==> src/rtl/bcd_segment_encoder.sv <==
// bcd_segment_encoder
//   Converts an unsigned binary value into eight active-low seven-segment
//   patterns using a bit-serial double-dabble (shift / add-3) conversion.
//   Leading-zero digits can be blanked. Values above 99,999,999 show dashes.
//   The segment outputs are registered and change only when a conversion
//   completes, so the downstream display driver never sees a partial frame.
//
//   state  | meaning
//   IDLE   | waiting for start; the last frame is held on seg0..seg7
//   SHIFT  | one binary bit shifted into the BCD register per cycle
//   ENCODE | one cycle: BCD digits -> segment patterns, done pulse
//
// Parameters
//   WIDTH     binary input width, 4..27
//   BLANK_LZ  1: blank leading-zero digits (seg0 always shown), 0: show all
// Ports
//   clk         system clock, rising edge
//   rst_n       synchronous active-low reset
//   start       conversion request, sampled only in IDLE
//   value       binary input, captured on the accepted start edge
//   busy        high while a conversion is in progress
//   done        one-cycle pulse, new seg values visible in the same cycle
//   seg0..seg7  active-low patterns (bit0 = a .. bit6 = g), seg0 = LS digit

module bcd_segment_encoder #(
    parameter int WIDTH    = 27,
    parameter bit BLANK_LZ = 1'b1
) (
    input  logic             clk,
    input  logic             rst_n,
    input  logic             start,
    input  logic [WIDTH-1:0] value,
    output logic             busy,
    output logic             done,
    output logic [6:0]       seg0,
    output logic [6:0]       seg1,
    output logic [6:0]       seg2,
    output logic [6:0]       seg3,
    output logic [6:0]       seg4,
    output logic [6:0]       seg5,
    output logic [6:0]       seg6,
    output logic [6:0]       seg7
);

    localparam int CW = $clog2(WIDTH + 1);

    typedef enum logic [1:0] {
        IDLE   = 2'd0,
        SHIFT  = 2'd1,
        ENCODE = 2'd2
    } state_t;

    state_t state, state_nxt;

    logic [CW-1:0]    bit_cnt;
    logic [WIDTH-1:0] sh_q;
    logic [31:0]      bcd_q;
    logic [31:0]      bcd_adj;
    logic             ovf_q;
    logic             busy_q;
    logic             done_q;
    logic [7:0][6:0]  seg_q;
    logic [7:0][6:0]  seg_frame;

    logic capture;
    logic shift_en;
    logic encode;
    logic last_bit;

    assign last_bit = (bit_cnt == CW'(WIDTH - 1));

    function automatic logic [6:0] digit_pattern(input logic [3:0] d);
        logic [6:0] p;
        case (d)
            4'd0:    p = 7'h40;
            4'd1:    p = 7'h79;
            4'd2:    p = 7'h24;
            4'd3:    p = 7'h30;
            4'd4:    p = 7'h19;
            4'd5:    p = 7'h12;
            4'd6:    p = 7'h02;
            4'd7:    p = 7'h78;
            4'd8:    p = 7'h00;
            4'd9:    p = 7'h10;
            default: p = 7'h7F;
        endcase
        return p;
    endfunction

    // state register
    always_ff @(posedge clk) begin
        if (!rst_n) begin
            state <= IDLE;
        end else begin
            state <= state_nxt;
        end
    end

    // next-state logic
    always_comb begin
        state_nxt = state;
        case (state)
            IDLE:    if (start) state_nxt = SHIFT;
            SHIFT:   if (last_bit) state_nxt = ENCODE;
            ENCODE:  state_nxt = IDLE;
            default: state_nxt = IDLE;
        endcase
    end

    // output / control decode
    always_comb begin
        capture  = 1'b0;
        shift_en = 1'b0;
        encode   = 1'b0;
        case (state)
            IDLE:    capture  = start;
            SHIFT:   shift_en = 1'b1;
            ENCODE:  encode   = 1'b1;
            default: ;
        endcase
    end

    // add 3 to every digit >= 5 before the shift
    always_comb begin
        bcd_adj = '0;
        for (int i = 0; i < 8; i++) begin
            if (bcd_q[4*i +: 4] >= 4'd5) begin
                bcd_adj[4*i +: 4] = bcd_q[4*i +: 4] + 4'd3;
            end else begin
                bcd_adj[4*i +: 4] = bcd_q[4*i +: 4];
            end
        end
    end

    // frame build: scan from the top digit down, blanking until the first
    // non-zero digit is seen; seg0 is always shown
    always_comb begin
        logic nz_seen;
        nz_seen   = 1'b0;
        seg_frame = '0;
        for (int k = 7; k >= 0; k--) begin
            nz_seen = nz_seen | (bcd_q[4*k +: 4] != 4'd0);
            if (ovf_q) begin
                seg_frame[k] = 7'h3F;
            end else if (BLANK_LZ && !nz_seen && (k != 0)) begin
                seg_frame[k] = 7'h7F;
            end else begin
                seg_frame[k] = digit_pattern(bcd_q[4*k +: 4]);
            end
        end
    end

    // datapath
    always_ff @(posedge clk) begin
        if (!rst_n) begin
            bit_cnt <= '0;
            sh_q    <= '0;
            bcd_q   <= '0;
            ovf_q   <= 1'b0;
            busy_q  <= 1'b0;
            done_q  <= 1'b0;
            seg_q   <= {8{7'h7F}};
        end else begin
            done_q <= encode;
            if (capture) begin
                sh_q    <= value;
                bcd_q   <= '0;
                bit_cnt <= '0;
                ovf_q   <= (32'(value) > 32'd99_999_999);
                busy_q  <= 1'b1;
            end
            if (shift_en) begin
                sh_q  <= {sh_q[WIDTH-2:0], 1'b0};
                bcd_q <= {bcd_adj[30:0], sh_q[WIDTH-1]};
                // a carry falling off the top digit is itself an overflow
                ovf_q <= ovf_q | bcd_adj[31];
                if (bit_cnt != CW'(WIDTH)) begin
                    bit_cnt <= bit_cnt + 1'b1;
                end
            end
            if (encode) begin
                seg_q  <= seg_frame;
                busy_q <= 1'b0;
            end
        end
    end

    assign busy = busy_q;
    assign done = done_q;
    assign seg0 = seg_q[0];
    assign seg1 = seg_q[1];
    assign seg2 = seg_q[2];
    assign seg3 = seg_q[3];
    assign seg4 = seg_q[4];
    assign seg5 = seg_q[5];
    assign seg6 = seg_q[6];
    assign seg7 = seg_q[7];

endmodule
==> config.mk <==
export PLATFORM = sky130hd
export DESIGN_NAME = bcd_segment_encoder
export DESIGN_NICKNAME = d
export VERILOG_FILES = /design/src/rtl/bcd_segment_encoder.sv
export SDC_FILE = /design/constraint.sdc
export NUM_CORES = 1
export LEC_CHECK = 0
export ABC_CLOCK_PERIOD_IN_PS = 5600
export BUFFER_PORTS_ARGS = -buffer_cell sky130_fd_sc_hd__buf_2
export CAP_MARGIN = 20
export CORE_AREA = 2 2 172 174
export DETAILED_ROUTE_END_ITERATION = 8
export DIE_AREA = 0 0 174 176
export SLEW_MARGIN = 20
export SYNTH_ARGS = -nofsm -noshare
export SYNTH_HDL_FRONTEND = slang
export SYNTH_SLANG_ARGS = --single-unit
export TNS_END_PERCENT = 10
==> constraint.sdc <==
create_clock -name clk -period 5.6 [get_ports clk]
set_clock_uncertainty 0.05 [all_clocks]
set_input_delay 0 -clock clk [delete_from_list [all_inputs] [get_ports clk]]
set_output_delay 0 -clock clk [all_outputs]
set_load 0.005 [all_outputs]
# --- Word-level counts from Yosys, hierarchy flattened ---
# Memories as Yosys holds them, arrays and structs flattened. A register that Yosys moved wholly into a read port is not among the register bits.
# Cells that the tools add are included.
op_classes:
  add_sub_neg: 9
  n_lt_le_gt_ge: 9
  n_eq_ne: 6
  muxes: 54
  bitwise_logic: 8
  n_reduce_logical: 12
op_table:
  columns: ["op", "n"]
  rows:
  - ["$mux W7", 15]
  - ["$mux W4", 24]
  - ["$mux W32", 2]
  - ["$mux W27", 2]
  - ["$add A4 B2 Y4 const B", 8]
  - ["$ge A4 B3 Y1 const B", 8]
  - ["$reduce_bool A4 Y1", 7]
  - ["$gt A27 B27 Y1 const B", 1]
  - ["$mux W5", 3]
  - ["$or A1 B1 Y1", 7]
  - ["$add A5 B1 Y5 const B", 1]
  - ["$eq A5 B5 Y1 const B", 1]
  - ["$mux W1", 5]
  - ["$ne A5 B5 Y1 const B", 1]
  - ["$mux W2", 2]
  - ["$ne A2 B2 Y1 const B", 2]
  - ["$pmux W2 S2", 1]
  - ["$reduce_or A2 Y1", 2]
  - ["$eq A2 B1 Y1 const B", 1]
  - ["$eq A2 B2 Y1 const B", 1]
  - ["$logic_not A2 Y1", 1]
  - ["$reduce_and A2 Y1", 1]
  - ["$reduce_bool A2 Y1", 1]
  - ["$not A1 Y1", 1]
totals:
  regBits: 125
  rom_bits: 896
  input_bits: 30
  output_inout_bits: 58
  wordCells: 122
  memories: 8
mem_list:
  columns: ["memory", "words", "word_bits", "read_ports", "rd_clocked_by_memory_dff", "write_ports", "line", "rtl"]
  rows:
  - ["(name not given)", 16, 7, 1, 1, 0, "74", "case (d)"]
  - ["(name not given)", 16, 7, 1, 1, 0, "74", null]
  - ["(name not given)", 16, 7, 1, 1, 0, "74", null]
  - ["(name not given)", 16, 7, 1, 1, 0, "74", null]
  - ["(name not given)", 16, 7, 1, 1, 0, "74", null]
  - ["(name not given)", 16, 7, 1, 1, 0, "74", null]
  - ["+2 memories", null, null, null, null, null, null, null]

# --- Depth between registers and ports, before layout ---
# Gate-level depths: netlist of run 1.
logic_depth:
  ltp_word: 9
  mapped_depth: 12
  ltp_nobuf: 12

# --- Worst setup path before layout of run 1 ---
# Ideal clock, no wire load.
synth_timing:
  kind: "reg-to-reg"
  start: "register state[0]"
  end: "register (tool-made name)"
  setup_ns: 0.074
  arrival_ns: 2.494
  required_time_ns: 5.476
  path_slack_ns: 2.982
  stages_incl_launch_ff: 12
  path_buffers: 3
  period_less_slack_ns: 2.618
  cell_sequence: "dfxtp_1 buf_2 o21bai_1 and2_1 buf_2 buf_2 nand2_1 o21ai_0 inv_1 ha_1 or3b_2 a31oi_1"
synth_lines:
  columns: ["item", "line", "rtl"]
  rows:
  - ["from (decl)", "53", "state_t state, state_nxt;"]
  - ["from (signal assigned)", "95", "state <= state_nxt;"]

# --- Final worst setup path of run 1 ---
layout_timing:
  start: "register state[0]"
  end: "register seg_q, in the netlist seg5[3]"
layout_between:
  elab_chain_len: 2
layout_rtl:
  columns: ["item", "line", "rtl"]
  rows:
  - ["$eq A2 B2 Y1", "115", "case (state)"]
  - ["$mux W1", "115", null]
  - ["to (signal assigned)", "162", "seg_q <= {8{7'h7F}};"]
  - ["to (signal assigned)", "182", "seg_q <= seg_frame;"]
  - ["to (decl)", "62", "logic [7:0][6:0] seg_q;"]
# Every way passes these cells.
# A chain may end at the register's enable or synchronous reset.

==> impl.org, run 1 <==
** Floorplan
- Placement row count :: 62
- Once the floorplan was initialized, standard cells occupied 29.71% of the core.
- For this design the top-level I/O count stands at 88.
- Die Ht :: 176 um
- Chip width :: 174 um
- Die footprint :: 30620 um2
- The total area inside the core boundary comes to 28550 um2.

** Run status
- Status :: completed

** Placement
- During placement, the flow inserted port buffers numbering 87.
- Final weighted congestion in routability-driven placement :: 0.8102
- Including well taps, the total number of placed cells is 1370.
- After legalization and detailed placement, the total HPWL measured 14.48 mm.
- Summing all placed instances gives a cell area of 9260 um2.

** Synthesis
- After technology mapping, the gate count stands at 939.
- The Yosys step of the flow raised 0 warnings.
- The share of the Yosys chip area taken by registers is 42.73%.
- Asr flop ratio synth :: 0%
- Summing the areas of all compound-gate instances in the mapped netlist gives 23.72% of the synthesized area.
- Synthesized-area fraction occupied by adder cells :: 9.442%
- After Yosys synthesis, and, or, nand and nor cells account for 16.63% of the synthesized area.
- The commonest cells after synthesis are dfxtp_1, nand2_1, ha_1.
- The netlist uses 62 different library cells.
- The biggest area contributor in the post-synthesis netlist is dfxtp_1.
- The most common cell in the synthesized netlist is dfxtp_1.
- Total standard cell area after synthesis :: 8481 um2
- In this run, synthesis produced a sequential element count of 181.
- Share of the synthesized area in the top cell type :: 42.73%
- The most used flip-flop cell after synthesis is dfxtp_1.
- Each instance of the synthesized netlist takes up on average 9.032 um2.
- When the netlist entered floorplanning its net count stood at 1033.
- Sorting the synthesized cells by area gives the leading types as dfxtp_1, ha_1, o22a_1.
- By area, the combinational part of the netlist is dominated by compound AO/OA/AOI/OAI gates.
- Synth Area in XOR/XNOR :: 0.8262%
- Mux cell area share after synthesis :: 1.461%
- EDFF count, synth :: 0

** Setup path
- Data on the critical path arrives at its endpoint at 3.42 ns.
- Along the worst path, the maximum fanout reaches 22.
- Register-to-Register Setup Slack :: 2.46 ns
- Launching element type of the critical path :: flop
- Reg2Reg Depth :: 5
- Data required, critical path :: 5.88 ns
- STA classifies the critical path endpoint as a flop.
- The critical path is of the reg -> reg type.

** Routing
- Via density per instance :: 4.973
- After detailed routing, the total wire length is 21.14 mm.
- After the first detailed-routing iteration, the DRC count stood at 446.
- Number of remaining DRC errors :: 0
- Post-DRT Antenna Nets :: 0
- Routed WL per cell :: 14.76 um
- The routed layout has 7121 vias.
- Count of TritonRoute iterations in the first routing pass :: 5

** Timing
- Final Setup Violations :: 0
- In the finished design, the share of the clock period the worst path needs comes to 56.14%.
- The worst path needs 3.144 ns of the cycle, external delays included.
- Rel. slew slack :: 35.31%
- The count of pins over their slew limit was 0.
- Pin slew with the least headroom to its limit :: 0.9704 ns
- Unrepaired setup endpoints after global routing :: no
- Timing would allow up to 318.1 MHz.
- Sum of negative setup slack :: 0 ns
- Final Hold Violating Endpoints :: 0

** Cells and area
- Once layout is done, the placed cells without fillers occupy 10180 um2.
- Non-filler cells, final :: 1432
- The number of antenna diodes in the final layout is 0.
- Final Net Count :: 1130
- Number of filler cells placed in the layout :: 2954
- The area growth from synthesis to layout is 19.99%.
- Measured on the finished design, the core utilization comes to 35.65%.
- Layout cell share with drive strength beyond 1 :: 13.84%

** Pwr
- Power spread over the standard cell area amounts to 266.9 nW/um2.
- Summed over all cells, the static leakage comes to 4.227 nW.
- The worst-case IR drop observed on VDD is 0.0001236 V.

** Clock tree
- The tree is rooted in a clkbuf_16.
- Post-CTS clock slew at the launch and capture registers of the worst setup and hold paths :: 0.07 ns
- No sink is reached through more buffers than the 2 on the longest clock path.
- Clock tree synthesis inserted a total of 17 buffers.
- Number of buffers added for setup after CTS :: 0
- The clock reaches the later pin of the worst-skew pair after 0.44 ns.
- Number of clock sinks :: 181
- Max H-tree Level :: 4
- CTS tree :: built

** Global route
- Pin count of the biggest net entering global routing :: 57
- The total overflow left after global routing is 0.
- Number of antenna violations at the first check in global routing :: 0
- Total routing usage reported by global routing :: 13.86%
- The number of global-route vias before repair came to 6838.
- The first global-routing pass estimated 34.44 mm of wire.

** Flow run
- MaxCap Viol Count :: 0

** Hold path
- HP Class :: in -> reg
- Along the worst hold path, the cell count comes to 2.
per-stage QoR:
stage               hold WS, ns  power [W]  setup WS (ns)
finish                  0.02302   0.002716          2.456
global route            0.04701   0.002817          2.239
CTS                    0.002511   0.002748          2.376
detailed placement       0.1691   0.001488          2.372
global placement         0.1678   0.001486          2.399
floorplan               0.07868   0.001437          2.982
cell families after synthesis:
family	Yosys count
compound gates	292
xor+xnor	8
fa+ha+maj	64
buf+inv	110
flops	181
mux	12
simple gates	272
report_power, final:
| group | switching [W] | total, W | internal, W |
|---|---|---|---|
| clock | 0.000534 | 0.00124 | 0.000702 |
| combinational | 0.0000963 | 0.000153 | 0.0000567 |
| sequential | 0.0000166 | 0.00133 | 0.00131 |
| total | 0.000647 | 0.00272 | 0.00207 |
timing repair:
action,4_1_cts,5_1_grt
hold buffers,31,0
setup endpoints to repair,0,0
gates resized for setup,0,0
endpoints found under the hold margin,28,0
layout make-up:
type	count	area, um2	area share [%]
clock inverter	11	138.9	1.365
inverter	62	232.7	2.287
timing repair buffer	126	805.8	7.918
multi-input combinational	648	4428	43.51
clock buffer	20	466.7	4.586
sequential	181	3623	35.61
tap	384	480.5	4.722
per-layer routing:
metal	share of wire, %	vias up	wire length, um	GRT usage [%]
met5	0	-	0	0
met2	47	175	9880	23.37
met1	47	3352	9836	17.45
met3	4.5	33	958	3.036
li1	-	3561	-	-
met4	2.2	0	466	5.007
cells in the final DEF (no fill, tap or decap), types with 4 or more instances in the layout:
| cell | n |
|---|---|
| a21oi_1 | 60 |
| nor3b_1 | 15 |
| or3_1 | 6 |
| a22o_1 | 5 |
| buf_4 | 8 |
| o22a_1 | 52 |
| buf_2 | 87 |
| dfxtp_1 | 181 |
| o31ai_1 | 8 |
| nand2b_1 | 18 |
| a31oi_1 | 14 |
| nor3_1 | 11 |
| and3_1 | 7 |
| nand4_1 | 8 |
| o21a_1 | 6 |
| nand2_1 | 91 |
| dlygate4sd3_1 | 31 |
| clkbuf_16 | 17 |
| o21ai_0 | 48 |
| a32oi_1 | 6 |
| mux2i_1 | 9 |
| inv_1 | 62 |
| and2_1 | 35 |
| a22oi_1 | 28 |
| a2111o_1 | 6 |
| o22ai_1 | 17 |
| a21o_1 | 8 |
| xor2_1 | 6 |
| ha_1 | 64 |
| inv_6 | 4 |
| nor2_1 | 32 |
| o221ai_1 | 4 |
| nand3_1 | 32 |
worst max-delay path, stage by stage, from the launching register on:
cell and delay, ns:
dfxtp_1 0.43, inv_1 0.59, nand3_1 0.51, nor2_1 0.82, o21ai_1 0.37, o22a_1 0.27
final timing paths:
| path | startpoint | endpoint |
|---|---|---|
| worst max register to register | state[0] | seg5[3] |
| worst max-delay path | state[0] | seg5[3] |
| worst min register to register | flop | seg4[5] |
| worst min-delay path | rst_n | flop |
No activity file was read; power rests on OpenSTA's default activity.
==> inputs of run 2 (changes only) <==
--- a/config.mk
+++ b/config.mk
@@ -5,7 +5,7 @@
 export SDC_FILE = /design/constraint.sdc
 export NUM_CORES = 1
 export LEC_CHECK = 0
-export ABC_CLOCK_PERIOD_IN_PS = 5600
+export ABC_CLOCK_PERIOD_IN_PS = 3000
 export BUFFER_PORTS_ARGS = -buffer_cell sky130_fd_sc_hd__buf_2
 export CAP_MARGIN = 20
 export CORE_AREA = 2 2 172 174
==> constraint.sdc (replaced) <==
create_clock -name clk -period 3 [get_ports clk]
set_clock_uncertainty 0.05 [all_clocks]
set_input_delay 0 -clock clk [delete_from_list [all_inputs] [get_ports clk]]
set_output_delay 0 -clock clk [all_outputs]
set_load 0.005 [all_outputs]
==> run 2 against run 1 <==
Compared with the run above:
- maximum frequency grew 18%
- critical path depth rose by 3
- non-clock buffer count is 20 higher
- sequential cell count unchanged
- register-to-register slack worse by 2.1 ns
- highest routed layer unchanged
- final cell count grew 1.3%
- first-iteration DRC count fell by 9.4%
- setup slack worse by 2.1 ns
- utilization is 0.42 points higher
- wire length is 0.17% lower
- largest cell class unchanged
- die area is the same
==> impl.org, run 2 (synthesis gave the netlist of run 1 again) <==
** Run status
- Status :: completed

** Timing
- In the final timing run, aggregate negative setup slack is 0 ns.
- For the finished layout, the period the worst path requires is 2.660 ns.
- The final critical path takes up 88.66% of the cycle.
- Rel. slew slack :: 53.85%
- Setup repair after global routing left no endpoint under its margin.
- Pin slew with the least headroom to its limit :: 0.6923 ns
- Fmax :: 376.0 MHz
- Final Setup Violations :: 0
- Final Hold Violating Endpoints :: 0
- Pins Over Slew Limit :: 0

** Pwr
- Fraction of power spent switching nets :: 23.25%
- Summed over all nets, the switching power comes to 0.001146 W.
- Worst voltage drop across the vdd grid :: 0.0002879 V
- Share of total power in the clock network :: 43.6%
- Lkg Pwr :: 4.302 nW
- Internal :: 0.003781 W
- Part of the total power dissipated in combinational logic :: 6.1%
- Power density over the cells :: 478.6 nW/um2
- Per report_power, the sequential group accounts for 50.3% of the total.

** Global route
- Entering global routing, the biggest net connects 57 pins.
- Summed over all layers, the global routing overflow is 0.
- Number of global-route vias before repair :: 6847
- The number of antenna violations at the first check in global routing was 0.
- Global-route wire length before repair :: 34.29 mm
- Across every metal layer, demand over resource in global routing totals 13.91%.

** Routing
- The first routing iteration left 404 violations.
- Across all layers, the routed design uses 7134 vias.
- Max Used Layer :: met4
- Number of remaining DRC errors :: 0
- DR WL met3 :: 1.098 mm
- Via density per instance :: 4.920
- Met2 WL post-DR :: 10.16 mm
- The routed design has 21.11 mm of wire.
- In the final routing, the length of wire on met1 measures 9.508 mm.
- For this run, the detailed router's first-pass iteration total came to 7.
- In the final routed layout, each cell accounts on average for 14.56 um.
- Post-DRT Antenna Nets :: 0

** Cells and area
- 0 antenna diodes ended up in the layout.
- Layout cell share with drive strength beyond 1 :: 15.10%
- Area growth from synthesis to final layout :: 21.39%
- Number of filler cells placed in the layout :: 2954
- The finished cells cover 10290 um2.
- After the last flow step, the layout net total stands at 1150.
- Share of the core filled with cells in the final layout :: 36.06%
- In the layout the commonest cells are dfxtp_1, nand2_1, buf_2.
- Most common library cell in the layout ignoring fill and taps :: dfxtp_1

** Floorplan
- The total area inside the core boundary comes to 28550 um2.
- Die footprint :: 30620 um2
- From left edge to right edge, the die measures 174 um.
- 88 I/O pins were placed.
- The floorplan has 62 rows.
- For this configuration, the core starts out at a cell density of 29.71%.
- The floorplan step set the die height to 176 um.

** Setup path
- STA puts the critical path data required time at 3.33 ns.
- Biggest fanout along the worst timing path :: 6
- The cell family contributing the most delay on the critical path is simple AND/OR/NAND/NOR gates.
- CP Cell Sequence :: inv_1 > ha_1 > or3b_4 > nor4_4 > nand4_2 > or4b_4 > nand2_2 > o22a_1
- STA classifies the critical path endpoint as a flop.
- Slowest cell on the critical path :: or4b_4
- Count of buffer and inverter cells on the critical path :: 1
- Launching element type of the critical path :: flop
- Data arrives at the worst endpoint at 2.99 ns.
- The setup path with the least slack is of type reg -> reg.
- Critical path's largest stage delay :: 0.56 ns

** Placement
- The HPWL after detailed placement is 14.53 mm.
- Post-DP Area :: 9415 um2
- Final weighted congestion in routability-driven placement :: 0.8547
- Port buffering added 87 buffers.

** Clock tree
- Post-CTS clock slew at the launch and capture registers of the worst setup and hold paths :: 0.07 ns
- Max H-tree Level :: 4
- The clock passes through at most 2 buffers.
- The clock reaches the later pin of the worst-skew pair after 0.44 ns.
- Counting the buffers created by CTS gives 17.
- CTS tree :: built
- Number of buffers added for setup after CTS :: 0
- Clk Tree Root Cell :: clkbuf_16
- Post-cts resize count :: 0
- Number of clock sinks :: 181

** Flow run
- MaxCap Viol Count :: 0

** Hold path
- HP Class :: in -> reg
-- run 2: layer usage --
metal	up-vias	track usage [%]
met5	-	0
met4	0	4.867
met3	26	3.208
met2	182	23.80
met1	3334	17.18
li1	3592	-
-- run 2: final cells by class --
| class | count | area (um2) | share of cell area [%] |
|---|---|---|---|
| multi-input combinational | 648 | 4428 | 43.01 |
| tap | 384 | 480.5 | 4.667 |
| timing repair buffer | 146 | 970.9 | 9.431 |
| clock buffer | 22 | 484.2 | 4.703 |
| inverter | 62 | 232.7 | 2.261 |
| sequential | 181 | 3623 | 35.20 |
| clock inverter | 7 | 75.07 | 0.7292 |
-- run 2: metrics by stage --
step	hold WS, ns	total power, W	worst slack, ns	std cells
2_1_floorplan	0.07868	0.002683	0.3819	939
3_3_place_gp	0.1690	0.002789	0.4277	1389
6_report	0.1199	0.004927	0.3403	1450
5_1_grt	0.1756	0.005124	0.1502	1450
3_5_place_dp	0.1770	0.002794	0.3477	1389
4_1_cts	0.09538	0.004976	0.3215	1450
-- run 2: final timing paths --
kind | start | depth (start not counted) | slack [ns] | end
max | bcd_q[28] | 8 | 0.34 | seg1[3]
min | start | 4 | 0.12 | sh_q[0]
max reg2reg | bcd_q[28] | 8 | 0.34 | seg1[3]
min reg2reg | flop | 1 | 0.38 | seg5[5]
-- run 2: worst min-delay path, cell delays in order --
cell	delay (ns)
buf_2	0.21
nand2_1	0.19
nand2_1	0.11
a21oi_1	0.05
-- run 2: power groups by stage --
stage / sequential [W] / clock [W] / combinational [W]
after detailed placement: 0.00253 / 0 / 0.000265
after floorplan: 0.00252 / 0 / 0.000164
after global placement: 0.00253 / 0 / 0.000261
after CTS: 0.00248 / 0.00220 / 0.000300
after global routing: 0.00248 / 0.00231 / 0.000331
final: 0.00248 / 0.00215 / 0.000303
-- run 2: timing repair --
action                     CTS  global route
hold endpoints to repair    34             0
setup endpoints to repair    0             0
hold buffers                32             0
